<file path="src/rtl/count_zeros_pkg.sv">
// Shared constants and helpers for the count_zeros block: default width, count-width derivation
// and a reusable zero-bit counting function.
package count_zeros_pkg;

  localparam int unsigned DefaultWidth = 8;
  // Widest word count_zero_bits accepts; narrower words are zero-extended by the caller.
  localparam int unsigned MaxWidth = 256;

  function automatic int unsigned cnt_width(input int unsigned width);
    return $clog2(width + 1);
  endfunction

  // Only the low `width` bits are examined, so zero-extension padding is never counted.
  function automatic int unsigned count_zero_bits(input logic [MaxWidth-1:0] word,
                                                  input int unsigned width);
    int unsigned n;
    n = 0;
    for (int unsigned i = 0; i < MaxWidth; i++) begin
      if (i < width && !word[i]) begin
        n = n + 1;
      end
    end
    return n;
  endfunction

endpackage

</file>
<file path="src/rtl/count_zeros_core.sv">
// Combinational zero counters; the leading/trailing-zero outputs exist only when
// COUNT_ZEROS_LZTZ_EN is defined.
module count_zeros_core
  import count_zeros_pkg::*;
#(
  parameter int unsigned  WIDTH = DefaultWidth,
  localparam int unsigned CNT_W = cnt_width(WIDTH)
) (
  input  logic [WIDTH-1:0] data,
  output logic [CNT_W-1:0] zeros
`ifdef COUNT_ZEROS_LZTZ_EN
  ,
  output logic [CNT_W-1:0] lz,
  output logic [CNT_W-1:0] tz
`endif
);

  assign zeros = CNT_W'(count_zero_bits(MaxWidth'(data), WIDTH));

`ifdef COUNT_ZEROS_LZTZ_EN
  logic lz_run;
  logic tz_run;

  // Each run flag drops at the first 1 seen, freezing the count.
  always_comb begin
    lz     = '0;
    lz_run = 1'b1;
    for (int i = WIDTH - 1; i >= 0; i--) begin
      if (lz_run && !data[i]) begin
        lz = lz + CNT_W'(1);
      end else begin
        lz_run = 1'b0;
      end
    end
  end

  always_comb begin
    tz     = '0;
    tz_run = 1'b1;
    for (int i = 0; i < WIDTH; i++) begin
      if (tz_run && !data[i]) begin
        tz = tz + CNT_W'(1);
      end else begin
        tz_run = 1'b0;
      end
    end
  end
`endif

endmodule

</file>
<file path="src/rtl/count_zeros.sv">
// Registered zero-bit counter with one-cycle latency. Defining COUNT_ZEROS_LZTZ_EN adds
// registered leading/trailing-zero counts sharing out_valid.
module count_zeros
  import count_zeros_pkg::*;
#(
  parameter int unsigned  WIDTH = DefaultWidth,
  localparam int unsigned CNT_W = cnt_width(WIDTH)
) (
  input  logic             clk,
  input  logic             rst_n,
  input  logic             in_valid,
  input  logic [WIDTH-1:0] data,
  output logic             out_valid,
  output logic [CNT_W-1:0] count
`ifdef COUNT_ZEROS_LZTZ_EN
  ,
  output logic [CNT_W-1:0] lz_count,
  output logic [CNT_W-1:0] tz_count
`endif
);

  logic [CNT_W-1:0] zeros;
  logic [CNT_W-1:0] count_q;
  logic             out_valid_q;

`ifdef COUNT_ZEROS_LZTZ_EN
  logic [CNT_W-1:0] lz;
  logic [CNT_W-1:0] tz;
  logic [CNT_W-1:0] lz_q;
  logic [CNT_W-1:0] tz_q;

  count_zeros_core #(
    .WIDTH (WIDTH)
  ) u_core (
    .data  (data),
    .zeros (zeros),
    .lz    (lz),
    .tz    (tz)
  );

  always_ff @(posedge clk or negedge rst_n) begin
    if (!rst_n) begin
      lz_q <= '0;
      tz_q <= '0;
    end else if (in_valid) begin
      lz_q <= lz;
      tz_q <= tz;
    end
  end

  assign lz_count = lz_q;
  assign tz_count = tz_q;
`else
  count_zeros_core #(
    .WIDTH (WIDTH)
  ) u_core (
    .data  (data),
    .zeros (zeros)
  );
`endif

  // Results only load on accepted words, so data is ignored while in_valid is low.
  always_ff @(posedge clk or negedge rst_n) begin
    if (!rst_n) begin
      count_q     <= '0;
      out_valid_q <= 1'b0;
    end else begin
      out_valid_q <= in_valid;
      if (in_valid) begin
        count_q <= zeros;
      end
    end
  end

  assign count     = count_q;
  assign out_valid = out_valid_q;

endmodule

</file>
<file path="config.mk">
export PLATFORM = sky130hd
export DESIGN_NAME = count_zeros
export DESIGN_NICKNAME = d
export VERILOG_FILES = /design/src/rtl/count_zeros_pkg.sv /design/src/rtl/count_zeros_core.sv /design/src/rtl/count_zeros.sv
export SDC_FILE = /design/constraint.sdc
export NUM_CORES = 1
export LEC_CHECK = 0
export ABC_CLOCK_PERIOD_IN_PS = 2100
export BUFFER_PORTS_ARGS = -buffer_cell sky130_fd_sc_hd__clkbuf_2
export CORE_ASPECT_RATIO = 1.1
export CORE_MARGIN = 4
export CORE_UTILIZATION = 52
export DETAILED_ROUTE_END_ITERATION = 8
export PLACE_DENSITY = 0.73
export SYNTH_ARGS = -nofsm -noshare
export SYNTH_HDL_FRONTEND = slang
export SYNTH_SLANG_ARGS = --single-unit
</file>
<file path="constraint.sdc">
create_clock -name clk -period 2.1 [get_ports clk]
set_clock_uncertainty 0.1 [all_clocks]
set_input_delay 0.42 -clock clk [delete_from_list [all_inputs] [get_ports clk]]
set_output_delay 0.42 -clock clk [all_outputs]
set_load 0.05 [all_outputs]
</file>
# --- Word level (Yosys, flattened, before mapping) ---
# Index checks and enable logic that the tools add are counted.
word_totals:
  ff_bits: 5
  output_inout_bits: 5
  elab_cells: 17
  input_bits: 11
classes:
  mux: 8
  add_sub_neg: 7
op_table:
  columns: ["operator", "n"]
  rows:
  - ["4-bit 2-to-1 mux", 7]
  - ["4-bit by 1-bit adder with 4-bit output (second input constant)", 6]
  - ["1-bit by 1-bit adder with 2-bit output (second input constant)", 1]
  - ["1-bit 2-to-1 mux", 1]

# --- Depth between registers and ports, before layout ---
depth:
  ltp_word: 15
  mapped_depth: 20

# --- Modules after synthesis ---
# A second synthesis with hierarchy kept.
hier_totals:
  cells_unflattened: 95
  hier_area_um2: 822.0
modules_own_cells:
  columns: ["mod", "cells_each", "area_each_um2", "n_inst"]
  rows:
  - ["count_zeros_core", 86, 651.9, 1]
  - ["count_zeros", 9, 170.2, 1]

# --- Worst setup path before layout ---
# OpenSTA, ideal clock, no wires.
synth_path:
  path_kind: "input to register"
  start: "input data[0]"
  end: "register count_q[3] (netlist: count[3])"
  t_required_ps: 1908
  setup_ps: 92
  setup_slack_ps: -1498
  arrival_time_ps: 3406
  n_path_buf: 0
  path_stages: 18
  path_cell_list: "inv_1 ha_1 xnor2_1 mux2_2 ha_1 nor2_1 a211oi_1 a31oi_1 xnor2_1 nor2_1 a21oi_1 ha_1 nor2b_1 xnor2_1 xnor2_1 nor3_1 and3_1 o31ai_2"
synth_between:
  elab_chain_len: 15
synth_lines:
  columns: ["item", "line_no", "source"]
  rows:
  - ["start, declared", "count_zeros.sv:12", "input logic [WIDTH-1:0] data,"]
  - ["1-bit 2-to-1 mux *", "count_zeros_pkg.sv:19", "if (i < width && !word[i]) begin"]
  - ["1-bit by 1-bit adder with 2-bit output", "count_zeros_pkg.sv:20", "n = n + 1;"]
  - ["4-bit 2-to-1 mux *", "count_zeros_pkg.sv:19", null]
  - ["4-bit by 1-bit adder with 4-bit output", "count_zeros_pkg.sv:20", null]
  - ["4-bit 2-to-1 mux *", "count_zeros_pkg.sv:19", null]
  - ["4-bit by 1-bit adder with 4-bit output", "count_zeros_pkg.sv:20", null]
  - ["4-bit 2-to-1 mux *", "count_zeros_pkg.sv:19", null]
  - ["4-bit by 1-bit adder with 4-bit output", "count_zeros_pkg.sv:20", null]
  - ["4-bit 2-to-1 mux *", "count_zeros_pkg.sv:19", null]
  - ["4-bit by 1-bit adder with 4-bit output", "count_zeros_pkg.sv:20", null]
  - ["4-bit 2-to-1 mux *", "count_zeros_pkg.sv:19", null]
  - ["4-bit by 1-bit adder with 4-bit output", "count_zeros_pkg.sv:20", null]
  - ["4-bit 2-to-1 mux *", "count_zeros_pkg.sv:19", null]
  - ["4-bit by 1-bit adder with 4-bit output", "count_zeros_pkg.sv:20", null]
  - ["4-bit 2-to-1 mux *", "count_zeros_pkg.sv:19", null]
  - ["end signal, assigned", "count_zeros.sv:70", "count_q <= zeros;"]
  - ["end, declared", "count_zeros.sv:23", "logic [CNT_W-1:0] count_q;"]
# Every way passes the cells marked *; elsewhere a longest branch is shown, timed or not.
# A chain may end at the register's enable or synchronous reset.

# --- Final worst setup path ---
layout_path:
  start: "input data[1]"
  end: "register count_q[2] (netlist: count[2])"
layout_between:
  elab_chain_len: 13
layout_lines:
  columns: ["item", "line_no"]
  rows:
  - ["4-bit 2-to-1 mux *", "count_zeros_pkg.sv:19"]
  - ["4-bit by 1-bit adder with 4-bit output", "count_zeros_pkg.sv:20"]
  - ["4-bit 2-to-1 mux *", "count_zeros_pkg.sv:19"]
  - ["4-bit by 1-bit adder with 4-bit output", "count_zeros_pkg.sv:20"]
  - ["4-bit 2-to-1 mux *", "count_zeros_pkg.sv:19"]
  - ["4-bit by 1-bit adder with 4-bit output", "count_zeros_pkg.sv:20"]
  - ["4-bit 2-to-1 mux *", "count_zeros_pkg.sv:19"]
  - ["4-bit by 1-bit adder with 4-bit output", "count_zeros_pkg.sv:20"]
  - ["4-bit 2-to-1 mux *", "count_zeros_pkg.sv:19"]
  - ["4-bit by 1-bit adder with 4-bit output", "count_zeros_pkg.sv:20"]
  - ["4-bit 2-to-1 mux *", "count_zeros_pkg.sv:19"]
  - ["4-bit by 1-bit adder with 4-bit output", "count_zeros_pkg.sv:20"]
  - ["4-bit 2-to-1 mux *", "count_zeros_pkg.sv:19"]
# Marks and branches as above.

==> impl_metrics.ini <==
[grt]
grt_start_max_net_pins = 13
busiest_layer = met2
grt_overflow = 0
grt_pass1_vias = 1030
grtUsageTotal_pct = 22.42
antenna_found_initial = 0
grt_use_met3_pct = 3.662
grt_use_met1_pct = 21.83
grt_first_pass_wirelength_um = 4485
met2_usage_pct = 46.88

[run]
maxCapViolCount = 0

[sta]
slew_headroom_pct = 71.98
setup_slack_ns = -1.251
fmax_mhz = 298.4
hold_viol = 0
period_needed_ns = 3.351
rsz0062_at_grt = yes
tns_ns = -4.384
fin_crit_sh_pct = 159.6
drv_slew = 0
setup-violations-final = 4
worst_pin_slew_ns = 0.4174

[yosys]
netlist_instances = 107
yosys.area_share.simple_pct = 25.42
synth_warnings = 0
syn_area_sq_um = 979.7
synth_compound_area_share_pct = 15.07
synthAdderAreaFrac_pct = 11.49
postSynthAreaPerCell_sq_um = 9.156
yosysSeqAreaShare_pct = 12.77
yosys.area_share.xor_xnor_pct = 20.31
synth_top_family_by_area = simple AND/OR/NAND/NOR gates
synth.distinct_cells = 42
synthMuxAreaShare_pct = 7.407
syn_nets = 127
ys_ff_latch = 5

[clock_tree]
cts_buffers = 3
clk_pin_slew_ns = 0.05
clock_path_buffers = 2
cts.htree.levels = 1
cts_tree = built
clk-insertion-delay-late_ns = 0.23
clkSinkCount = 5
cts_root_buf = clkbuf_4

[final_layout]
mostFrequentLayoutCells = 35 x buf_4, 13 x clkbuf_2
n_antenna_cell = 0
fin_nets = 180
area_growth_pct = 58.37
register_area_sq_um = 125.1
drive_above_1_share_pct = 53.46
final_common_cell = buf_4
finish.instance_area_sq_mm = 0.001551
multi_input_area_sq_um = 927.1
fill_cells = 94

[critical_path]
crit_fanout = 3
reg2reg_from = count[0]$_DFFE_PN0P_
crit_path_start = data[1]
critPathArrivalTime_ns = 3.37
required_ns = 2.12
crit_path_start_kind = input pin
end_kind = flop
critPathKind = in2reg

[placed_design]
portBuffers = 15
gp_congestion = 0.7970
placed_area_sq_mm = 0.001314
dp_hpwl_um = 1935

[floorplan]
core_area_sq_mm = 0.001782
chipWidth_um = 49.39
row_count = 16
die_area_sq_mm = 0.002643
start_util_pct = 54.99
fp.dieH_um = 53.53
ios = 16

[routing]
drc = 0
firstDrtPassIters = 4
drt-total-wl_um = 3141
wl_per_cell_um = 17.75
antenna_left = 0
viasPerCell = 6.028
route.vias.total = 1067
drtIter0Drc = 32

[pwr]
vdd_drop_max_uv = 425.4
p_leak_nw = 0.7212
p_per_area_mw_per_mm2 = 742.6

[outcome]
outcome = complete, but fails checks
failed_checks = setup timing

[hold_path]
hp-start = in_valid
hold_path.class = in2reg
[cell usage after synthesis, drive strengths merged]
master	number	share of area, %
a211oi	2	1.5
a21oi	4	2.0
a221o	1	1.0
a311o	1	1.0
a311oi	1	0.89
a31oi	3	1.9
and3	1	0.64
and3b	3	3.1
buf	3	2.4
clkbuf	2	2.8
dfrtp	5	13
ha	9	11
inv	6	2.3
mux2	2	2.3
mux2i	5	5.1
nand2	4	1.5
nand2b	4	2.6
nand3	1	0.51
nand3b	3	2.7
nand4bb	1	1.1
nor2	6	2.3
nor2b	6	3.8
nor3	2	1.0
nor3b	3	2.8
nor4b	2	1.8
o21ai	4	2.0
o21bai	1	0.77
o221ai	2	1.8
o31ai	2	2.0
or3	1	0.64
or3b	1	0.89
xnor2	10	12
xnor3	1	2.3
xor2	4	3.6
xor3	1	2.8
[cell type report]
type | instances | share of cell area, %
inverters | 6 | 2.581
multi-input cells | 91 | 59.76
clock buffers | 4 | 1.694
repair buffers | 53 | 26.45
flip-flops and latches | 5 | 8.065
well taps | 18 | 1.452
[critical path: stages]
cell and delay (ns):
clkbuf_16 0.13, inv_12 0.03, ha_4 0.15, mux2i_1 0.16, xnor2_1 0.11, mux2_4 0.30
ha_4 0.29, nor2_4 0.05, a211oi_4 0.22, a31oi_4 0.07, xnor2_2 0.17, nor2_1 0.12
a21oi_1 0.06, ha_1 0.27, nor2_1 0.03, a31oi_1 0.15, ha_2 0.18, nand2b_1 0.06
xnor2_1 0.17, xnor2_1 0.13, a21oi_1 0.08
[state kept, by name, summed over array words and instances, names as in the netlist]
signal / cells
count: 4
out_valid: 1
[metal layers]
| layer | vias to the layer above | wire, um | share of wire, % |
|---|---|---|---|
| met1 | 500 | 1152 | 37 |
| met3 | 22 | 187 | 6.0 |
| li1 | 490 | - | - |
| met2 | 55 | 1690 | 54 |
| met4 | 0 | 110 | 3.5 |
| met5 | - | 0 | 0 |
[cells by family after synthesis]
logic type	after synthesis
flops	5
buf+inv	11
mux	7
fa+ha+maj	9
compound gates	21
xor+xnor	16
simple gates	38
[power by group]
| group | total [mW] | internal (mW) | switching (mW) | leakage (nW) |
|---|---|---|---|---|
| Combinational | 0.899 | 0.439 | 0.460 | 0.646 |
| Clock | 0.107 | 0.0716 | 0.0356 | 0.0150 |
| Sequential | 0.146 | 0.129 | 0.0171 | 0.0605 |
[through the flow]
step | power, mW | utilization [%] | instances | hold slack [ns] | setup WS, ns
6_report | 1.152 | 87.08 | 177 | 0.2697 | -1.251
5_1_grt | 1.228 | 87.08 | 177 | 0.2702 | -1.436
4_1_cts | 1.084 | 84.34 | 174 | 0.2581 | -1.179
3_5_place_dp | 0.8852 | 73.74 | 165 | 0.1413 | -1.671
2_1_floorplan | 0.6422 | - | 107 | 0.02441 | -1.225
3_3_place_gp | 0.8573 | 73.74 | 165 | 0.1351 | -1.507
[worst paths after layout]
| check | to | slack (ns) | cells past startpoint |
|---|---|---|---|
| max | count[2]$_DFFE_PN0P_ | -1.25 | 21 |
| min reg2reg | count[1]$_DFFE_PN0P_ | 0.39 | 2 |
| min in group asynchronous | count[2]$_DFFE_PN0P_ | 0.44 | 2 |
| max reg2reg | count[0]$_DFFE_PN0P_ | 1.24 | 1 |
| max in group asynchronous | count[0]$_DFFE_PN0P_ | 1.32 | 2 |
| min | out_valid$_DFF_PN0_ | 0.27 | 1 |
[repair_timing]
action	in CTS	in global routing
pin swaps	18	4
setup buffers	4	3
hold buffers	1	0
hold endpoints to repair	5	0
endpoints found under the setup margin	4	4
resized for setup	23	4
No activity file was read; power rests on OpenSTA's default activity.
